$ cat src/rtl/ysyx_22050854_exe_stage_reg_if.sv
// ID/EXE pipeline-register bus.
// Groups every signal between ID, the forwarding sources, the ALU/MEM
// back-pressure and the EXE register outputs.
//   master : the side that drives ID fields, forwarding, alu_busy, mem_ready, flush
//   slave  : the EXE register itself (drives id_ready and the registered outputs)
interface ysyx_22050854_exe_stage_reg_if #(
    parameter int XLEN   = 64,
    parameter int RFADDR = 5
);
    logic              flush;
    logic              id_valid;
    logic              id_ready;
    logic [XLEN-1:0]   id_pc;
    logic [RFADDR-1:0] id_rs1;
    logic [RFADDR-1:0] id_rs2;
    logic [RFADDR-1:0] id_rd;
    logic              id_rf_wen;
    logic [XLEN-1:0]   id_rs1_data;
    logic [XLEN-1:0]   id_rs2_data;
    logic [XLEN-1:0]   id_imm;
    logic              id_src1_pc;
    logic              id_src2_imm;
    logic [3:0]        id_ALUctr;
    logic [3:0]        id_MULctr;
    logic [2:0]        id_ALUext;
    logic              exe_fwd_valid;
    logic [RFADDR-1:0] exe_fwd_rd;
    logic [XLEN-1:0]   exe_fwd_data;
    logic              mem_fwd_valid;
    logic [RFADDR-1:0] mem_fwd_rd;
    logic [XLEN-1:0]   mem_fwd_data;
    logic              alu_busy;
    logic              mem_ready;
    logic              EXEreg_valid;
    logic [3:0]        ALUctr;
    logic [3:0]        MULctr;
    logic [2:0]        ALUext;
    logic [XLEN-1:0]   src1;
    logic [XLEN-1:0]   src2;
    logic [XLEN-1:0]   exe_rs2_data;
    logic [XLEN-1:0]   exe_pc;
    logic [RFADDR-1:0] exe_rd;
    logic              exe_rf_wen;
    logic              exe_fire;

    modport master (
        output flush, id_valid, id_pc, id_rs1, id_rs2, id_rd, id_rf_wen,
               id_rs1_data, id_rs2_data, id_imm, id_src1_pc, id_src2_imm,
               id_ALUctr, id_MULctr, id_ALUext,
               exe_fwd_valid, exe_fwd_rd, exe_fwd_data,
               mem_fwd_valid, mem_fwd_rd, mem_fwd_data,
               alu_busy, mem_ready,
        input  id_ready, EXEreg_valid, ALUctr, MULctr, ALUext, src1, src2,
               exe_rs2_data, exe_pc, exe_rd, exe_rf_wen, exe_fire
    );

    modport slave (
        input  flush, id_valid, id_pc, id_rs1, id_rs2, id_rd, id_rf_wen,
               id_rs1_data, id_rs2_data, id_imm, id_src1_pc, id_src2_imm,
               id_ALUctr, id_MULctr, id_ALUext,
               exe_fwd_valid, exe_fwd_rd, exe_fwd_data,
               mem_fwd_valid, mem_fwd_rd, mem_fwd_data,
               alu_busy, mem_ready,
        output id_ready, EXEreg_valid, ALUctr, MULctr, ALUext, src1, src2,
               exe_rs2_data, exe_pc, exe_rd, exe_rf_wen, exe_fire
    );
endinterface

$ cat src/rtl/ysyx_22050854_exe_stage_reg.sv
// ID/EXE pipeline register feeding the execute-stage ALU.
// Captures a decoded instruction over the id_valid/id_ready handshake,
// resolves rs1/rs2 bypass (EXE source over MEM source) at capture time,
// selects PC/immediate operands, holds while the ALU is busy or MEM stalls,
// and drops the entry on flush.
// Ports:
//   clock : clock
//   reset : asynchronous active-low reset (clears valid and all data)
//   bus   : slave side of ysyx_22050854_exe_stage_reg_if (ID fields,
//           forwarding, back-pressure in; registered EXE fields out)
module ysyx_22050854_exe_stage_reg #(
    parameter int XLEN   = 64,
    parameter int RFADDR = 5
) (
    input  logic clock,
    input  logic reset,
    ysyx_22050854_exe_stage_reg_if.slave bus
);

    // Bypass priority: x0 is hardwired zero, then the younger EXE result,
    // then the MEM result, then the regfile read.
    function automatic logic [XLEN-1:0] fwd_sel(
        input logic [RFADDR-1:0] rs,
        input logic [XLEN-1:0]   rf_data,
        input logic              a_valid,
        input logic [RFADDR-1:0] a_rd,
        input logic [XLEN-1:0]   a_data,
        input logic              b_valid,
        input logic [RFADDR-1:0] b_rd,
        input logic [XLEN-1:0]   b_data
    );
        if (rs == '0)                    return '0;
        else if (a_valid && (a_rd == rs)) return a_data;
        else if (b_valid && (b_rd == rs)) return b_data;
        else                              return rf_data;
    endfunction

    logic              valid_p1;
    logic [3:0]        alu_ctr_p1;
    logic [3:0]        mul_ctr_p1;
    logic [2:0]        alu_ext_p1;
    logic [XLEN-1:0]   src1_p1;
    logic [XLEN-1:0]   src2_p1;
    logic [XLEN-1:0]   rs2_data_p1;
    logic [XLEN-1:0]   pc_p1;
    logic [RFADDR-1:0] rd_p1;
    logic              rf_wen_p1;

    logic              fire_p1;
    logic              ready_p0;
    logic              capture_p0;
    logic [XLEN-1:0]   fwd_rs1_p0;
    logic [XLEN-1:0]   fwd_rs2_p0;
    logic [XLEN-1:0]   src1_p0;
    logic [XLEN-1:0]   src2_p0;

    // p0: ID-side operand resolution and handshake
    always_comb begin
        fire_p1    = valid_p1 & ~bus.alu_busy & bus.mem_ready;
        // flush blocks capture even when the slot is free
        ready_p0   = ~bus.flush & (~valid_p1 | fire_p1);
        capture_p0 = bus.id_valid & ready_p0;
        fwd_rs1_p0 = fwd_sel(bus.id_rs1, bus.id_rs1_data,
                             bus.exe_fwd_valid, bus.exe_fwd_rd, bus.exe_fwd_data,
                             bus.mem_fwd_valid, bus.mem_fwd_rd, bus.mem_fwd_data);
        fwd_rs2_p0 = fwd_sel(bus.id_rs2, bus.id_rs2_data,
                             bus.exe_fwd_valid, bus.exe_fwd_rd, bus.exe_fwd_data,
                             bus.mem_fwd_valid, bus.mem_fwd_rd, bus.mem_fwd_data);
        src1_p0    = bus.id_src1_pc  ? bus.id_pc  : fwd_rs1_p0;
        src2_p0    = bus.id_src2_imm ? bus.id_imm : fwd_rs2_p0;
    end

    // p1: EXE register (control)
    always_ff @(posedge clock or negedge reset) begin
        if (!reset) begin
            valid_p1 <= 1'b0;
        end else if (capture_p0) begin
            valid_p1 <= 1'b1;
        end else if (fire_p1 || bus.flush) begin
            valid_p1 <= 1'b0;
        end
    end

    // p1: EXE register (data) -- only loads on capture, so operands stay
    // frozen for the whole alu_busy / mem_ready stall
    always_ff @(posedge clock or negedge reset) begin
        if (!reset) begin
            alu_ctr_p1  <= '0;
            mul_ctr_p1  <= '0;
            alu_ext_p1  <= '0;
            src1_p1     <= '0;
            src2_p1     <= '0;
            rs2_data_p1 <= '0;
            pc_p1       <= '0;
            rd_p1       <= '0;
            rf_wen_p1   <= 1'b0;
        end else if (capture_p0) begin
            alu_ctr_p1  <= bus.id_ALUctr;
            mul_ctr_p1  <= bus.id_MULctr;
            alu_ext_p1  <= bus.id_ALUext;
            src1_p1     <= src1_p0;
            src2_p1     <= src2_p0;
            rs2_data_p1 <= fwd_rs2_p0;
            pc_p1       <= bus.id_pc;
            rd_p1       <= bus.id_rd;
            rf_wen_p1   <= bus.id_rf_wen;
        end
    end

    assign bus.id_ready     = ready_p0;
    assign bus.exe_fire     = fire_p1;
    assign bus.EXEreg_valid = valid_p1;
    assign bus.ALUctr       = alu_ctr_p1;
    assign bus.MULctr       = mul_ctr_p1;
    assign bus.ALUext       = alu_ext_p1;
    assign bus.src1         = src1_p1;
    assign bus.src2         = src2_p1;
    assign bus.exe_rs2_data = rs2_data_p1;
    assign bus.exe_pc       = pc_p1;
    assign bus.exe_rd       = rd_p1;
    assign bus.exe_rf_wen   = rf_wen_p1;

endmodule

$ cat src/flat_wrapper.sv
// flat-port wrapper written by rule: the top's interface ports become plain ports
module ysyx_22050854_exe_stage_reg_flat 
#(
    parameter int XLEN   = 64,
    parameter int RFADDR = 5
)
  (clock, reset, bus_flush, bus_id_valid, bus_id_pc, bus_id_rs1, bus_id_rs2, bus_id_rd, bus_id_rf_wen, bus_id_rs1_data, bus_id_rs2_data, bus_id_imm, bus_id_src1_pc, bus_id_src2_imm, bus_id_ALUctr, bus_id_MULctr, bus_id_ALUext, bus_exe_fwd_valid, bus_exe_fwd_rd, bus_exe_fwd_data, bus_mem_fwd_valid, bus_mem_fwd_rd, bus_mem_fwd_data, bus_alu_busy, bus_mem_ready, bus_id_ready, bus_EXEreg_valid, bus_ALUctr, bus_MULctr, bus_ALUext, bus_src1, bus_src2, bus_exe_rs2_data, bus_exe_pc, bus_exe_rd, bus_exe_rf_wen, bus_exe_fire);
  ysyx_22050854_exe_stage_reg_if #(.XLEN(XLEN), .RFADDR(RFADDR)) bus_i ();
  input  logic clock;
  input  logic reset;
  input wire logic [$bits(bus_i.flush)-1:0] bus_flush;
  input wire logic [$bits(bus_i.id_valid)-1:0] bus_id_valid;
  input wire logic [$bits(bus_i.id_pc)-1:0] bus_id_pc;
  input wire logic [$bits(bus_i.id_rs1)-1:0] bus_id_rs1;
  input wire logic [$bits(bus_i.id_rs2)-1:0] bus_id_rs2;
  input wire logic [$bits(bus_i.id_rd)-1:0] bus_id_rd;
  input wire logic [$bits(bus_i.id_rf_wen)-1:0] bus_id_rf_wen;
  input wire logic [$bits(bus_i.id_rs1_data)-1:0] bus_id_rs1_data;
  input wire logic [$bits(bus_i.id_rs2_data)-1:0] bus_id_rs2_data;
  input wire logic [$bits(bus_i.id_imm)-1:0] bus_id_imm;
  input wire logic [$bits(bus_i.id_src1_pc)-1:0] bus_id_src1_pc;
  input wire logic [$bits(bus_i.id_src2_imm)-1:0] bus_id_src2_imm;
  input wire logic [$bits(bus_i.id_ALUctr)-1:0] bus_id_ALUctr;
  input wire logic [$bits(bus_i.id_MULctr)-1:0] bus_id_MULctr;
  input wire logic [$bits(bus_i.id_ALUext)-1:0] bus_id_ALUext;
  input wire logic [$bits(bus_i.exe_fwd_valid)-1:0] bus_exe_fwd_valid;
  input wire logic [$bits(bus_i.exe_fwd_rd)-1:0] bus_exe_fwd_rd;
  input wire logic [$bits(bus_i.exe_fwd_data)-1:0] bus_exe_fwd_data;
  input wire logic [$bits(bus_i.mem_fwd_valid)-1:0] bus_mem_fwd_valid;
  input wire logic [$bits(bus_i.mem_fwd_rd)-1:0] bus_mem_fwd_rd;
  input wire logic [$bits(bus_i.mem_fwd_data)-1:0] bus_mem_fwd_data;
  input wire logic [$bits(bus_i.alu_busy)-1:0] bus_alu_busy;
  input wire logic [$bits(bus_i.mem_ready)-1:0] bus_mem_ready;
  output wire logic [$bits(bus_i.id_ready)-1:0] bus_id_ready;
  output wire logic [$bits(bus_i.EXEreg_valid)-1:0] bus_EXEreg_valid;
  output wire logic [$bits(bus_i.ALUctr)-1:0] bus_ALUctr;
  output wire logic [$bits(bus_i.MULctr)-1:0] bus_MULctr;
  output wire logic [$bits(bus_i.ALUext)-1:0] bus_ALUext;
  output wire logic [$bits(bus_i.src1)-1:0] bus_src1;
  output wire logic [$bits(bus_i.src2)-1:0] bus_src2;
  output wire logic [$bits(bus_i.exe_rs2_data)-1:0] bus_exe_rs2_data;
  output wire logic [$bits(bus_i.exe_pc)-1:0] bus_exe_pc;
  output wire logic [$bits(bus_i.exe_rd)-1:0] bus_exe_rd;
  output wire logic [$bits(bus_i.exe_rf_wen)-1:0] bus_exe_rf_wen;
  output wire logic [$bits(bus_i.exe_fire)-1:0] bus_exe_fire;
  assign bus_i.flush = bus_flush;
  assign bus_i.id_valid = bus_id_valid;
  assign bus_i.id_pc = bus_id_pc;
  assign bus_i.id_rs1 = bus_id_rs1;
  assign bus_i.id_rs2 = bus_id_rs2;
  assign bus_i.id_rd = bus_id_rd;
  assign bus_i.id_rf_wen = bus_id_rf_wen;
  assign bus_i.id_rs1_data = bus_id_rs1_data;
  assign bus_i.id_rs2_data = bus_id_rs2_data;
  assign bus_i.id_imm = bus_id_imm;
  assign bus_i.id_src1_pc = bus_id_src1_pc;
  assign bus_i.id_src2_imm = bus_id_src2_imm;
  assign bus_i.id_ALUctr = bus_id_ALUctr;
  assign bus_i.id_MULctr = bus_id_MULctr;
  assign bus_i.id_ALUext = bus_id_ALUext;
  assign bus_i.exe_fwd_valid = bus_exe_fwd_valid;
  assign bus_i.exe_fwd_rd = bus_exe_fwd_rd;
  assign bus_i.exe_fwd_data = bus_exe_fwd_data;
  assign bus_i.mem_fwd_valid = bus_mem_fwd_valid;
  assign bus_i.mem_fwd_rd = bus_mem_fwd_rd;
  assign bus_i.mem_fwd_data = bus_mem_fwd_data;
  assign bus_i.alu_busy = bus_alu_busy;
  assign bus_i.mem_ready = bus_mem_ready;
  assign bus_id_ready = bus_i.id_ready;
  assign bus_EXEreg_valid = bus_i.EXEreg_valid;
  assign bus_ALUctr = bus_i.ALUctr;
  assign bus_MULctr = bus_i.MULctr;
  assign bus_ALUext = bus_i.ALUext;
  assign bus_src1 = bus_i.src1;
  assign bus_src2 = bus_i.src2;
  assign bus_exe_rs2_data = bus_i.exe_rs2_data;
  assign bus_exe_pc = bus_i.exe_pc;
  assign bus_exe_rd = bus_i.exe_rd;
  assign bus_exe_rf_wen = bus_i.exe_rf_wen;
  assign bus_exe_fire = bus_i.exe_fire;
  ysyx_22050854_exe_stage_reg #(.XLEN(XLEN), .RFADDR(RFADDR)) u_core (.clock(clock), .reset(reset), .bus(bus_i));
endmodule
$ cat config.mk
export PLATFORM = sky130hd
export DESIGN_NAME = ysyx_22050854_exe_stage_reg_flat
export DESIGN_NICKNAME = d
export VERILOG_FILES = /design/src/rtl/ysyx_22050854_exe_stage_reg_if.sv /design/src/rtl/ysyx_22050854_exe_stage_reg.sv /design/src/flat_wrapper.sv
export SDC_FILE = /design/constraint.sdc
export NUM_CORES = 1
export LEC_CHECK = 0
export ABC_AREA = 0
export CAP_MARGIN = 10
export CORE_AREA = 2 2 275 277
export CTS_CLUSTER_DIAMETER = 50
export DETAILED_ROUTE_END_ITERATION = 8
export DIE_AREA = 0 0 277 279
export GPL_ROUTABILITY_DRIVEN = 0
export PLACE_DENSITY = 0.45
export RECOVER_POWER = 100
export SETUP_SLACK_MARGIN = 0.4
export SLEW_MARGIN = 15
export SYNTH_ARGS = -nofsm -noshare
export SYNTH_HDL_FRONTEND = slang
export SYNTH_SLANG_ARGS = --single-unit
$ cat constraint.sdc
create_clock -name clock -period 5 [get_ports clock]
set_clock_uncertainty 0.1 [all_clocks]
set_input_delay 0.75 -clock clock [delete_from_list [all_inputs] [get_ports clock]]
set_output_delay 0.75 -clock clock [all_outputs]
set_load 0.1 [all_outputs]
==> summary.md <==
| Metric | Value |
|---|---|
| Startpoint types | `input port` |
| Initial antenna violation count | `26` |
| WP data required | `~5400 ps` |
| Wire length of the first global-routing pass | `between 100000 and 150000 µm` |
| CTS buffer count | `52` |
| Sequential fraction of the synthesis area | `~48%` |
| Routed length per instance | `25.9 µm` |
| Comb power frac | `a little over two fifths` |
| Sw frac | `46.5%` |
| Post-synthesis compound-gate area fraction | `around 27%` |
| Final hold vios | `0` |
| Largest family of logic cells by synthesized area | `compound AO/OA/AOI/OAI gates` |
| Die Span X | `277 µm` |
| Die area | `0.0773 mm²` |
| Root buffer cell | `clkbuf_16` |
| Clock insertion delay at the later pin of the skew report | `580 ps` |
| Reg clk slew, reported paths | `50 ps` |
| Chip Height | `279 µm` |
| Final Max Slew Viols | `565` |
| Leak | `about 0.01 µW` |
| Fin cells | `3212` |
| P&R area growth vs syn | `68.6%` |
| PostCTS Resize Cnt | `0` |
| Drt initial violations | `1053` |
| Adder-cell area share of the yosys netlist | `0%` |
| Reg power frac | `approximately 25%` |
| RSZ-0062 raised after global routing | `no` |
| PwrDens | `477 mW/mm²` |
| CTS tree | `built` |
| Slew margin rel. | `-101%` |
| Detailed placer's ending HPWL | `58100 µm` |
| DRC viols | `0` |
| Hold Path Class | `reg2reg` |
| Fmax | `251 MHz` |
| CP Buf/Inv Count | `3` |
| Vias in the first global route | `16652` |
| Final setup violation count | `0` |
| Total GRT Usage | `20.8%` |
| Clock Path Buffers | `3` |
| Port Buffer Count | `706` |
| Slew of the pin with the lowest slew margin | `3020 ps` |
| Boundary Pins | `707` |
| Crit-path leading delay family | `buffers and inverters` |
| Final Power | `11400 µW` |
| Crit Path Class | `in2reg` |
| Via count | `15501` |
| Status | `complete, but fails checks` |
| Row cnt | `100` |
| GR peak layer | `met2` |
| Clock network power share | `32.3%` |
| Cell breakdown of the critical path | `dlygate4sd3_1 > nor2b_1 > o211ai_1 > clkbuf_1 > clkbuf_4 > a21oi_1 > o31ai_1` |
| CTS sink cnt | `274` |
| Hold-fix buffers, CTS | `0` |
| Post-Syn Area | `roughly 0.014 mm²` |
| Initial Utilization | `19.1%` |
| Final Cycle Share | `79.5%` |
| Register bit total from synthesis | `274` |
| Post-CTS Setup Repair Bufs | `0` |
| Sequential Area | `0.00686 mm²` |
| Multi-input gate area | `0.00665 mm²` |
| Final-layout fill cell count | `7701` |
| Via density | `between 4 and 5` |
| Largest net degree at the start of global routing | `152` |
| H-tree levels | `2` |
| Core ar. | `roughly 0.074 mm²` |
| Asr flop ratio synth | `100%` |
| Grt met3 use | `6.02%` |
| Setup_tns | `0 ps` |
| Congestion Overflow GR | `0` |
| Worst path slowest cell | `clkbuf_4` |
| Met2 Use GR | `35.2%` |
| Average cell area after synthesis | `9.14 µm²` |
| Switch Pwr | `5300 µW` |
| Max Cap Viol | `6` |
| XOR/XNOR Fraction of Synth Area | `1.24%` |
| Critical path arrival | `4360 ps` |
| First drt pass iteration count | `5` |
| Share of layout cells above drive strength 1 | `8.39%` |
| Largest stage delay, worst path | `roughly 1400 ps` |
| Synth cell types | `33` |
| Failing checks | `max-capacitance violations, max-slew violations` |
| GR Layer Usage met1 | `25.6%` |
| Worst slack, placed | `1260 ps` |
| WL final | `between 80000 and 90000 µm` |
| ANT nets after route | `0` |
| Post-Syn Instances | `1547` |
| Yosys warnings | `0` |
| Max Fanout on Critical Path | `140` |
| Layout Nets | `between 2000 and 3000` |
| Placed Cells | `3103` |
| Setup WS post-layout | `roughly 1000 ps` |
| Simple-gate share of the synthesized area | `18.2%` |
| Peak supply drop | `0.240 mV` |
| Crit. End Element | `flip-flop` |
| Post-Syn Nets | `1978` |
| Internal power | `between 6000 and 7000 µW` |
| Commonest register cell after synthesis | `dfrtp_1` |
| Number of synthesized flops with an enable pin | `0` |
| Multiplexer share of the synthesized area | `0%` |
| Final min period | `about 4000 ps` |
-- cells in the final DEF (no fill, tap or decap), types with 3 or more instances in the layout --
cell             instances
buf_4                   16
o21ai_1                  3
dfrtp_1                274
nor2_1                 131
and3_1                  64
a21oi_1                130
clkbuf_1                 9
xor2_1                   4
o31ai_1                128
a221oi_2                60
xnor2_1                 16
nor2_4                   3
diode_2                 15
clkbuf_2                 4
clkbuf_8                 6
o21ai_0                 62
clkinv_2                10
a221oi_1                68
nand2_1                310
clkdlybuf4s50_1        425
buf_12                   5
clkinvlp_4               5
inv_6                    5
o22ai_1                 64
inv_1                    3
dlygate4sd3_1          276
and2_1                  64
clkbuf_16               53
bufinv_16                7
-- through the flow --
stage / utilization, % / cell area [µm²] / hold slack, ps
2_1_floorplan: - / 14100 / 354
3_3_place_gp: 29.8 / 22100 / 357
3_5_place_dp: 29.8 / 22100 / 361
4_1_cts: 32.3 / 23900 / 177
5_1_grt: 32.2 / 23800 / 376
6_report: 32.2 / 23800 / 366
-- flip-flops by register name, summed over array words and instances, names as in the netlist --
| register | count |
|---|---|
| u_core.bus.src2 | 64 |
| u_core.bus.src1 | 64 |
| u_core.bus.MULctr | 4 |
| u_core.bus.exe_pc | 64 |
| u_core.bus.EXEreg_valid | 1 |
| u_core.bus.ALUctr | 4 |
| u_core.bus.exe_rs2_data | 64 |
| u_core.bus.exe_rd | 5 |
| u_core.bus.exe_rf_wen | 1 |
| u_core.bus.ALUext | 3 |
-- worst register-to-register path, cell delays in order, from the launching register on --
cell      delay [ps]
dfrtp_1          390
inv_1             90
o211ai_1         190
clkbuf_1         780
clkbuf_4        1390
a21oi_1          520
o31ai_1          140
-- layer usage --
metal	vias to the layer above	wire length, µm
met1	7714	33800
li1	6953	-
met3	124	6740
met4	14	2050
met5	-	96
met2	696	40300
-- synth_stat cells (3+ instances only) --
master / instances / area, µm²
o31ai_1: 128 / 961
a221oi_1: 68 / 596
buf_6: 10 / 113
inv_1: 3 / 11.3
buf_2: 21 / 105
a21oi_1: 130 / 651
xor2_1: 4 / 35.0
nor2_1: 134 / 503
clkbuf_1: 106 / 398
o21ai_1: 11 / 55.1
dfrtp_1: 274 / 6860
buf_1: 4 / 15.0
a221oi_2: 60 / 901
xnor2_1: 16 / 140
nand3_1: 3 / 15.0
o22ai_1: 64 / 400
and3_1: 65 / 407
nand2_1: 310 / 1160
and2_1: 64 / 400
o21ai_0: 54 / 270
-- power groups by stage --
stage	sequential, µW	combinational (µW)	clock, µW
2_1_floorplan	5650	629	0
3_3_place_gp	2860	5040	0
3_5_place_dp	2870	5040	0
4_1_cts	2840	5050	3760
5_1_grt	2870	5040	3860
6_report	2830	4870	3680
-- logic make-up (layout without fill, tap and decap cells) --
family	Yosys count	after routing
and+or+nand+nor	587	587
xor gates and xnor gates	20	20
buffers and inverters	149	830
other	0	15
AOI/OAI and AO/OA	517	517
DFF	274	274
-- final cells by class --
cell class	instances	area share [%]
clock inverter	29	1.51
timing repair buffer	733	30.6
tap	969	5.08
inverter	3	0.0472
sequential	274	28.8
antenna	15	0.157
multi-input combinational	1124	27.9
clock buffer	65	6.00
-- path summary, 6_finish.rpt --
check / start / to / slack (ps) / cells after the start
worst max-delay path: bus_alu_busy / u_core.bus.src2[10]$_DFFE_PN0P_ / 1020 / 7
worst min-delay path: u_core.bus.exe_pc[32]$_DFFE_PN0P_ / u_core.bus.exe_pc[32]$_DFFE_PN0P_ / 370 / 2
worst min register to register: u_core.bus.exe_pc[32]$_DFFE_PN0P_ / u_core.bus.exe_pc[32]$_DFFE_PN0P_ / 370 / 2
worst max register to register: u_core.bus.EXEreg_valid$_DFFE_PN0P_ / u_core.bus.src2[10]$_DFFE_PN0P_ / 1290 / 6
min in group asynchronous: reset / u_core.bus.exe_rf_wen$_DFFE_PN0P_ / 1010 / 1
max in group asynchronous: reset / u_core.bus.src1[20]$_DFFE_PN0P_ / 1510 / 2
Power figures use the tool's default switching activity.
